## config.mk

```make
export PLATFORM = sky130hd
export DESIGN_NAME = alu_serial
export DESIGN_NICKNAME = d
export VERILOG_FILES = /design/src/rtl/alu_serial.sv
export SDC_FILE = /design/constraint.sdc
export NUM_CORES = 1
export LEC_CHECK = 0
export CAP_MARGIN = 5
export CORE_ASPECT_RATIO = 1.2
export CORE_MARGIN = 2
export CORE_UTILIZATION = 52
export DETAILED_ROUTE_END_ITERATION = 8
export PLACE_DENSITY = 0.79
export REMOVE_ABC_BUFFERS = 1
export SLEW_MARGIN = 20
export SYNTH_ARGS = -nofsm -noshare
export SYNTH_HDL_FRONTEND = slang
export SYNTH_SLANG_ARGS = --single-unit
```

## constraint.sdc

```tcl
create_clock -name clk -period 1.6 [get_ports clk]
set_input_delay 0.48 -clock clk [delete_from_list [all_inputs] [get_ports clk]]
set_output_delay 0.48 -clock clk [all_outputs]
set_load 0.05 [all_outputs]
```

## src/rtl/alu_serial.sv

```systemverilog
// Digit-serial ALU: AND/OR/ADD/SUB on WIDTH-bit operands, DIGIT bits per clock,
// built from one DIGIT-wide slice plus a carry flip-flop.
module alu_serial #(
   parameter int WIDTH = 8,
   parameter int DIGIT = 1
) (
   input  logic             clk,
   input  logic             rst,
   input  logic             start,
   input  logic [WIDTH-1:0] a,
   input  logic [WIDTH-1:0] b,
   input  logic [1:0]       operation,
   output logic             ready,
   output logic             valid,
   output logic [WIDTH-1:0] result,
   output logic             carry_out,
   output logic             overflow,
   output logic             zero
);

   localparam int N  = WIDTH / DIGIT;
   localparam int KW = $clog2(N + 1);

   typedef enum logic [1:0] {IDLE, RUN, DONE} state_t;
   typedef enum logic [1:0] {OP_AND = 2'b00, OP_OR = 2'b01, OP_ADD = 2'b10, OP_SUB = 2'b11} op_t;

   state_t           state, state_nxt;
   op_t              op_q;
   logic [KW-1:0]    k;
   logic [WIDTH-1:0] a_sh, b_sh, acc, acc_nxt;
   logic             carry_q;

   logic             accept, last, arith;
   logic [DIGIT-1:0] a_d, b_d, slice;
   logic [DIGIT:0]   sum;
   logic             c_out, c_msb_in;

   assign ready  = (state != RUN);
   assign valid  = (state == DONE);
   assign accept = start & ready;
   assign last   = (k == KW'(N - 1));
   assign arith  = (op_q == OP_ADD) || (op_q == OP_SUB);

   // Slice: B is already inverted for SUB, so one adder serves both.
   assign a_d      = a_sh[DIGIT-1:0];
   assign b_d      = b_sh[DIGIT-1:0];
   assign sum      = {1'b0, a_d} + {1'b0, b_d} + (DIGIT+1)'(carry_q);
   assign c_out    = sum[DIGIT];
   assign c_msb_in = sum[DIGIT-1] ^ a_d[DIGIT-1] ^ b_d[DIGIT-1];

   // NOTE: every always_comb output gets a default first so no latch is inferred.
   always_comb begin
      slice = sum[DIGIT-1:0];
      case (op_q)
         OP_AND:  slice = a_d & b_d;
         OP_OR:   slice = a_d | b_d;
         default: slice = sum[DIGIT-1:0];
      endcase
   end

   generate
      if (DIGIT == WIDTH) begin : g_full
         assign acc_nxt = slice;
      end else begin : g_shift
         assign acc_nxt = {slice, acc[WIDTH-1:DIGIT]};
      end
   endgenerate

   // NOTE: sequential state uses non-blocking assignments so all flops update together.
   always_ff @(posedge clk) begin
      if (rst) state <= IDLE;
      else     state <= state_nxt;
   end

   always_comb begin
      state_nxt = state;
      case (state)
         IDLE:    if (start) state_nxt = RUN;
         RUN:     if (last)  state_nxt = DONE;
         DONE:    state_nxt = start ? RUN : IDLE;
         default: state_nxt = IDLE;
      endcase
   end

   always_ff @(posedge clk) begin
      if (rst) begin
         op_q      <= OP_AND;
         k         <= '0;
         a_sh      <= '0;
         b_sh      <= '0;
         acc       <= '0;
         carry_q   <= 1'b0;
         result    <= '0;
         carry_out <= 1'b0;
         overflow  <= 1'b0;
         zero      <= 1'b0;
      end else if (accept) begin
         op_q    <= op_t'(operation);
         k       <= '0;
         a_sh    <= a;
         b_sh    <= (op_t'(operation) == OP_SUB) ? ~b : b;
         acc     <= '0;
         carry_q <= (op_t'(operation) == OP_SUB);
      end else if (state == RUN) begin
         a_sh <= a_sh >> DIGIT;
         b_sh <= b_sh >> DIGIT;
         acc  <= acc_nxt;
         k    <= k + KW'(1);
         if (arith) carry_q <= c_out;
         if (last) begin
            result    <= acc_nxt;
            carry_out <= arith & c_out;
            overflow  <= arith & (c_out ^ c_msb_in);
            zero      <= (acc_nxt == '0);
         end
      end
   end

endmodule

```

**Yosys cells after proc, flatten, opt, wreduce, memory -nomap -nowiden**

Cells that the tools add are included.

- Add/subtract/negate cells: 3
- Equal/unequal tests: 10
- Muxes and demuxes: 13
- Bitwise gates (word level): 10
- Reductions and logical operators: 10

Operator list:

| cell | count |
|---|---|
| $mux W8 | 5 |
| $eq A2 B2 Y1 const B | 4 |
| $logic_not A8 Y1 | 1 |
| $not A8 Y8 | 1 |
| $pmux W2 S3 | 1 |
| $add A4 B1 Y4 const B | 1 |
| $and A1 B1 Y1 | 4 |
| $eq A2 B1 Y1 const B | 2 |
| $eq A4 B3 Y1 const B | 1 |
| $logic_not A2 Y1 | 2 |
| $mux W1 | 4 |
| $mux W2 | 2 |
| $ne A2 B2 Y1 const B | 2 |
| $reduce_and A2 Y1 | 2 |
| $reduce_bool A2 Y1 | 2 |
| $reduce_and A3 Y1 | 1 |
| $xor A1 B1 Y1 | 3 |
| $add A1 B1 Y2 | 1 |
| $add A2 B1 Y2 | 1 |
| $ne A2 B1 Y1 const B | 1 |
| $pmux W1 S2 | 1 |
| $reduce_or A2 Y1 | 1 |
| $logic_or A1 B1 Y1 | 1 |
| $not A1 Y1 | 1 |
| $or A1 B1 Y1 | 1 |

- Register bits: 44
- Output and inout port bits: 13
- Logic and storage cells: 57

**Logic depth before layout (Yosys ltp)**

Gate-level depths: netlist (run 1).

- Depth in word-level cells: 6
- Gate-level depth with buffers: 7
- Gate-level depth less buffers: 4

**Worst setup path after synthesis (run 1)**

Ideal clock, no wire load.

- Path kind: reg2out
- From: reg state[0]
- To: out ready
- Arrival: 1.084 ns
- Slack: 0.036 ns
- Stages on the path, launching flop included: 6
- Path buffers: 3
- Path through: dfxtp_1 -> nor2b_2 -> buf_4 -> inv_2 -> buf_6 -> buf_2

- Cells in the longest elaborated chain, start to end: 1

RTL lines:

| item | line | RTL |
|---|---|---|
| start: declaration | 27 | `state_t state, state_nxt;` |
| start signal: assignment | 72 | `else state <= state_nxt;` |
| $ne A2 B1 Y1 | 38 | `assign ready = (state != RUN);` |
| end: declaration | 13 | `output logic ready,` |

No other way between the ends.

**Worst setup path after layout (run 1)**

Ends and elaborated chain as after synthesis.

==> results of run 1 <==
sequential cells by signal (all words and copies together), names as in the netlist:
signal	flops
result	8
overflow	1
b_sh	8
a_sh	8
state	2
acc	7
carry_q	1
zero	1
k	4
op_q	2
carry_out	1
final cells by class:
cell class / count / area share, %
timing repair buffer: 51 / 23.0
clock inverter: 1 / 1.13
clock buffer: 6 / 2.72
sequential: 43 / 32.5
multi-input combinational: 161 / 37.7
inverter: 3 / 0.516
tap: 52 / 2.44
per-stage QoR:
| stage | instances | setup slack [ns] | hold WS [ns] |
|---|---|---|---|
| after floorplan | 207 | -0.755 | 0.444 |
| after global placement | 310 | -0.158 | 0.459 |
| after detailed placement | 310 | -0.179 | 0.462 |
| after CTS | 317 | 0.00115 | 0.473 |
| after global routing | 317 | -0.00830 | 0.504 |
| final | 317 | 0.0346 | 0.480 |
logic make-up (layout without fill, tap and decap cells):
family,after synthesis,in the layout,synth area share (%)
AO/OA/AOI/OAI,76,76,23.2
XOR/XNOR,6,6,2.66
adder cells (fa/ha/maj),3,3,2.15
buffers and inverters,25,61,5.95
flip-flops,43,43,43.6
multiplexers,10,10,5.13
AND/OR/NAND/NOR,66,66,17.3
worst max-delay path, stage by stage, from the launching register on:
cell and delay [ns]:
dfxtp_4 0.37, nor2b_4 0.18, inv_4 0.08, buf_6 0.16
power by group:
part	switching [mW]	internal (mW)
logic	0.185	0.182
clock network	0.349	0.457
registers	0.0322	1.12
total	0.566	1.76
Yosys cell counts (2+ instances only):
cell type / instances / area share [%]
nand2_1: 15 / 2.8
buf_4: 2 / 0.76
buf_2: 7 / 1.8
o31ai_1: 7 / 2.7
clkbuf_1: 12 / 2.3
a21oi_1: 26 / 6.6
nand3b_1: 9 / 3.4
dfxtp_1: 43 / 44
o21ai_0: 21 / 5.3
nor3_1: 2 / 0.51
or4_1: 2 / 0.76
xor2_1: 2 / 0.89
nor2_1: 12 / 2.3
nand3_1: 18 / 4.6
nor2b_1: 2 / 0.63
a211oi_1: 8 / 3.0
a21o_1: 8 / 3.0
xnor2_1: 4 / 1.8
mux2i_1: 9 / 4.6
path summary, 6_finish.rpt:
path / start / to / slack, ns / cells after the start
worst min-delay path: k[1]$_SDFFE_PP0P_ / k[1]$_SDFFE_PP0P_ / 0.48 / 2
worst max-delay path: state[0]$_SDFFE_PP0P_ / ready / 0.03 / 3
worst min register to register: k[1]$_SDFFE_PP0P_ / k[1]$_SDFFE_PP0P_ / 0.48 / 2
worst max register to register: a_sh[0]$_SDFFE_PP0P_ / result[7]$_SDFFE_PP0P_ / 0.08 / 3
layer usage:
metal  vias to the layer above  track usage (%)  wire, um
met1                       818             27.0      1840
met2                        38             37.0      2160
met5                         -                0         0
met3                         4             5.05       167
met4                         0             9.63        61
li1                        890                -         -
==> metrics.md, run 1 <==
| Metric | Value |
|---|---|
| CTS tree | `yes` |
| Die area | `around 4300 sq um` |
| Row count | `24` |
| Iteration count of the initial detailed-routing pass | `4` |
| Clock buffer depth | `2` |
| Final net count | `approximately 290` |
| Mapped Area | `1980 sq um` |
| Core area | `~3600 sq um` |
| Tcrit/Tclk final | `about 98%` |
| Endpoints failing setup | `0` |
| Number of synthesized flops with an enable pin | `0` |
| Total GRT Usage | `roughly 22%` |
| Fill count | `~280` |
| Ant diodes | `0` |
| # Max-Cap Violations | `0` |
| Post-layout util | `between 70% and 80%` |
| Worst-skew pair later-pin latency | `slightly below 0.3 ns` |
| Starting density of the core | `between 50% and 60%` |
| Async set or reset register ratio after synthesis | `0%` |
| Num Clock Sinks | `between 40 and 50` |
| Port bufs | `33` |
| CP endpoint kind | `output port` |
| Worst-path clk slew | `0.07 ns` |
| Post-Route Skew | `between 0.003 and 0.004 ns` |
| Max Slew Vio Count | `0` |
| CP Launch Type | `flip-flop` |
| Detailed-route via count | `between 1500 and 2000` |
| Routed len/inst | `13.3 um` |
| CTS Hold Bufs | `0` |
| DIE WIDTH | `~60 um` |
| Synth warn | `0` |
| Most common cell after layout, fill and taps aside | `dfxtp_1` |
| Fmax | `~0.64 GHz` |
| CP max FO | `9` |
| Reg area | `866 sq um` |
| Critical path type | `reg -> out` |
| H-tree depth | `2` |
| Die height | `between 70 and 80 um` |
| Post-Layout Inst Area | `about 2700 sq um` |
| Pin count of the biggest net entering global routing | `35` |
| Post-route antenna net violation count | `0` |
| Final count of hold timing violations | `0` |
| Most frequent cells in the layout | `dfxtp_1 (41), a21oi_1 (26), o21ai_0 (21)` |
| Pwr/cell area | `approximately 870 nW/um^2` |
| Worst Max-Slew Pin Slew | `about 0.33 ns` |
| Power Total | `2.32 mW` |
| Initial DRC Count | `56` |
| HPWL after DPL | `~3.0 mm` |
| Most used DFF post-synth | `dfxtp_1` |
| Post-CTS setup buffers | `0` |
| Cell count after synthesis | `~230` |
| Post-layout min period | `approximately 1.6 ns` |
| Slew headroom | `roughly 77%` |
| DRC viols | `0` |
| Synth Register Bits | `43` |
| I/O Pins | `34` |
| Max VDD drop | `just under 0.0006 V` |
| Post-Route WL | `roughly 4.2 mm` |
| Initial antenna violation count | `0` |
| Static Leak | `1.00 nW` |
| Area of the multi-input gates | `a little over 1000 sq um` |
| PostCTS Resize Cnt | `4` |
| Type of the worst min-delay path | `reg -> reg` |
| Yosys cell types | `39` |
| First-pass GRT wire length | `~7 mm` |
| Mean Syn Cell Area | `8.63 sq um` |
| Number of global-route vias before repair | `about 1600` |
| Data required time at the worst endpoint | `between 1 and 1.5 ns` |
| Post-route setup TNS | `0 ns` |
| Sequential area share after synthesis | `between 40% and 50%` |
| DR vias/cell | `approximately 5.5` |
| GPL Wtd Cong | `0.774` |
| Share of cells above drive strength 1 | `between 10% and 20%` |
| Root Driver | `clkbuf_8` |
| Worst path arrival time | `1.09 ns` |
| Placed cell area | `approximately 2500 sq um` |
| Area growth, synth to finish | `34.9%` |
| GR Overflow Total | `0` |
| Inserted Clock Buffers | `5` |
| Status | `finished, final reports clean` |
Power figures use the tool's default switching activity.
==> run 2: changes to the inputs <==
--- a/config.mk
+++ b/config.mk
@@ -10,7 +10,7 @@
 export CORE_MARGIN = 2
 export CORE_UTILIZATION = 52
 export DETAILED_ROUTE_END_ITERATION = 8
-export PLACE_DENSITY = 0.79
+export PLACE_DENSITY = 0.82
 export REMOVE_ABC_BUFFERS = 1
 export SLEW_MARGIN = 20
 export SYNTH_ARGS = -nofsm -noshare
==> run 2 against run 1 <==
  * Via count is 1.9% higher
  * Worst hold slack worse by 0.0032 ns
  * Maximum frequency down 0.43%
  * Sequential power is essentially flat
  * Count of clock-buffer cells in the layout down 1
  * Sequential share of layout area shrank 0.88 points
  * Setup slack worse by 0.0068 ns
  * Critical path type unchanged
==> metrics.md, run 2 (same netlist as run 1, synthesis figures left out) <==
| Metric | Value |
|---|---|
| Die height | `about 70 um` |
| DIE WIDTH | `60.3 um` |
| Final net count | `slightly below 300` |
| Number of global-route vias before repair | `1644` |
| Busiest grt layer | `met2` |
| Share of cells above drive strength 1 | `between 10% and 20%` |
| Slew headroom | `77.2%` |
| Area growth, synth to finish | `38.6%` |
| Met3 GRT Util | `between 5 and 6%` |
| RSZ-0062 raised after global routing | `yes` |
| Met2 Resource Use GR | `38.2%` |
| I/O Pins | `34` |
| GR Overflow Total | `0` |
| Largest regs | `a_sh: 8 flops, b_sh: 8 flops, result: 8 flops` |
| Routed len/inst | `13.6 um` |
| Tcrit/Tclk final | `just under 100%` |
| Critical path type | `reg -> out` |
| Post-Route WL | `about 4.4 mm` |
| Core area | `3630 sq um` |
| CTS Hold Bufs | `0` |
| Total GRT Usage | `between 20% and 30%` |
| Post-layout min period | `between 1.5 and 2 ns` |
| Starting density of the core | `a little over half` |
| Fill count | `between 200 and 300` |
| Initial antenna violation count | `0` |
| Fmax | `about 0.64 GHz` |
| M1 GR Usage | `27.5%` |
| Worst Max-Slew Pin Slew | `around 0.33 ns` |
| Worst path arrival time | `between 1 and 1.5 ns` |
| Pin count of the biggest net entering global routing | `35` |
| CP cell instances | `nor2b_4 -> inv_4 -> buf_8` |
| Placed cell area | `approximately 2600 sq um` |
| Highest-delay cell along the critical path | `dfxtp_4` |
| DR vias/cell | `5.50` |
| H-tree depth | `2` |
| Worst-skew pair later-pin latency | `~0.3 ns` |
| Inserted Clock Buffers | `5` |
| Row count | `24` |
| GPL Wtd Cong | `approximately 0.79` |
| Post-Route Skew | `0.00754 ns` |
| # Max-Cap Violations | `0` |
| Iteration count of the initial detailed-routing pass | `4` |
| Pwr/cell area | `931 nW/um^2` |
| Final count of hold timing violations | `0` |
| Most frequent cells in the layout | `dfxtp_1 (41), a21oi_1 (26), buf_4 (23)` |
| Worst-path clk slew | `0.09 ns` |
| Worst Path Buf+Inv | `2` |
| Port bufs | `33` |
| Max VDD drop | `0.000714 V` |
| Fin cells | `about 320` |
| Placed insts | `315` |
| Type of the worst min-delay path | `reg -> reg` |
| Initial DRC Count | `74` |
| Max Slew Vio Count | `0` |
| HPWL after DPL | `around 3.1 mm` |
| Delay-heaviest family, CP | `flip-flops` |
| DRC viols | `0` |
| Post-route antenna net violation count | `0` |
| Most common cell after layout, fill and taps aside | `dfxtp_1` |
| CTS tree | `yes` |
| Num Clock Sinks | `43` |
| Static Leak | `around 1.0 nW` |
| Placement Setup Slack | `-0.169 ns` |
| CP endpoint kind | `output port` |
| Data required time at the worst endpoint | `approximately 1.1 ns` |
| Endpoints failing setup | `0` |
| CP max FO | `9` |
| Post-Layout Inst Area | `about 2700 sq um` |
| Root Driver | `clkbuf_8` |
| First-pass GRT wire length | `about 7.4 mm` |
| Clock buffer depth | `2` |
| Die area | `roughly 4300 sq um` |
| Delay of the slowest cell on the worst path | `~0.38 ns` |
| Worst setup margin | `around 0.028 ns` |
| Detailed-route via count | `approximately 1800` |
| CP Launch Type | `flip-flop` |
| Status | `finished, final reports clean` |
| Ant diodes | `0` |
-- run 2: worst min-delay path: stages, from the launching register on --
cell and delay (ns):
dfxtp_1 0.34, nand2_1 0.06, a21oi_1 0.05
-- run 2: worst paths after layout --
| kind | cells past startpoint | to | slack, ns | from |
|---|---|---|---|---|
| hold reg to reg | 2 | acc[5]$_SDFFE_PP0P_ | 0.48 | acc[6]$_SDFFE_PP0P_ |
| hold / removal | 2 | acc[5]$_SDFFE_PP0P_ | 0.48 | acc[6]$_SDFFE_PP0P_ |
| setup / recovery | 3 | ready | 0.03 | state[0]$_SDFFE_PP0P_ |
| setup reg to reg | 3 | result[7]$_SDFFE_PP0P_ | 0.09 | b_sh[0]$_SDFFE_PP0P_ |
-- run 2: per-layer routing --
metal  vias up  part of all wire, %
met5         -                    0
met4         0                  1.1
met3         6                  3.6
met2        36                   53
met1       832                   42
li1        909                    -
-- run 2: power by group --
| group | switching [mW] | leakage (nW) | internal (mW) |
|---|---|---|---|
| Sequential | 0.0337 | 0.352 | 1.12 |
| Combinational | 0.188 | 0.625 | 0.192 |
| Clock | 0.396 | 0.0644 | 0.622 |
| Total | 0.618 | 1.04 | 1.93 |
-- run 2: repair_timing --
action                                  CTS  global route
gates cloned                              0             0
setup buffers                             0             1
hold endpoints to repair                  0             0
gates resized for setup                   7             2
endpoints found under the setup margin    2             2
-- run 2: metrics by stage --
stage	hold slack [ns]	power [mW]	setup TNS (ns)	utilization [%]
floorplan	0.444	1.35	-21.07	-
global placement	0.455	1.53	-1.15	70.7
detailed placement	0.475	1.54	-1.95	70.7
CTS	0.481	2.55	0	75.0
global route	0.504	2.65	-0.0109	75.4
finish	0.476	2.55	0	75.4
-- run 2: final cells by class --
type	count	area (sq um)	area share [%]
multi-input cells	161	1010	36.9
flip-flops and latches	43	866	31.6
repair buffers	57	648	23.7
clock buffers	5	68.8	2.51
clock inverters	3	67.6	2.47
well taps	52	65.1	2.38
inverters	3	13.8	0.503
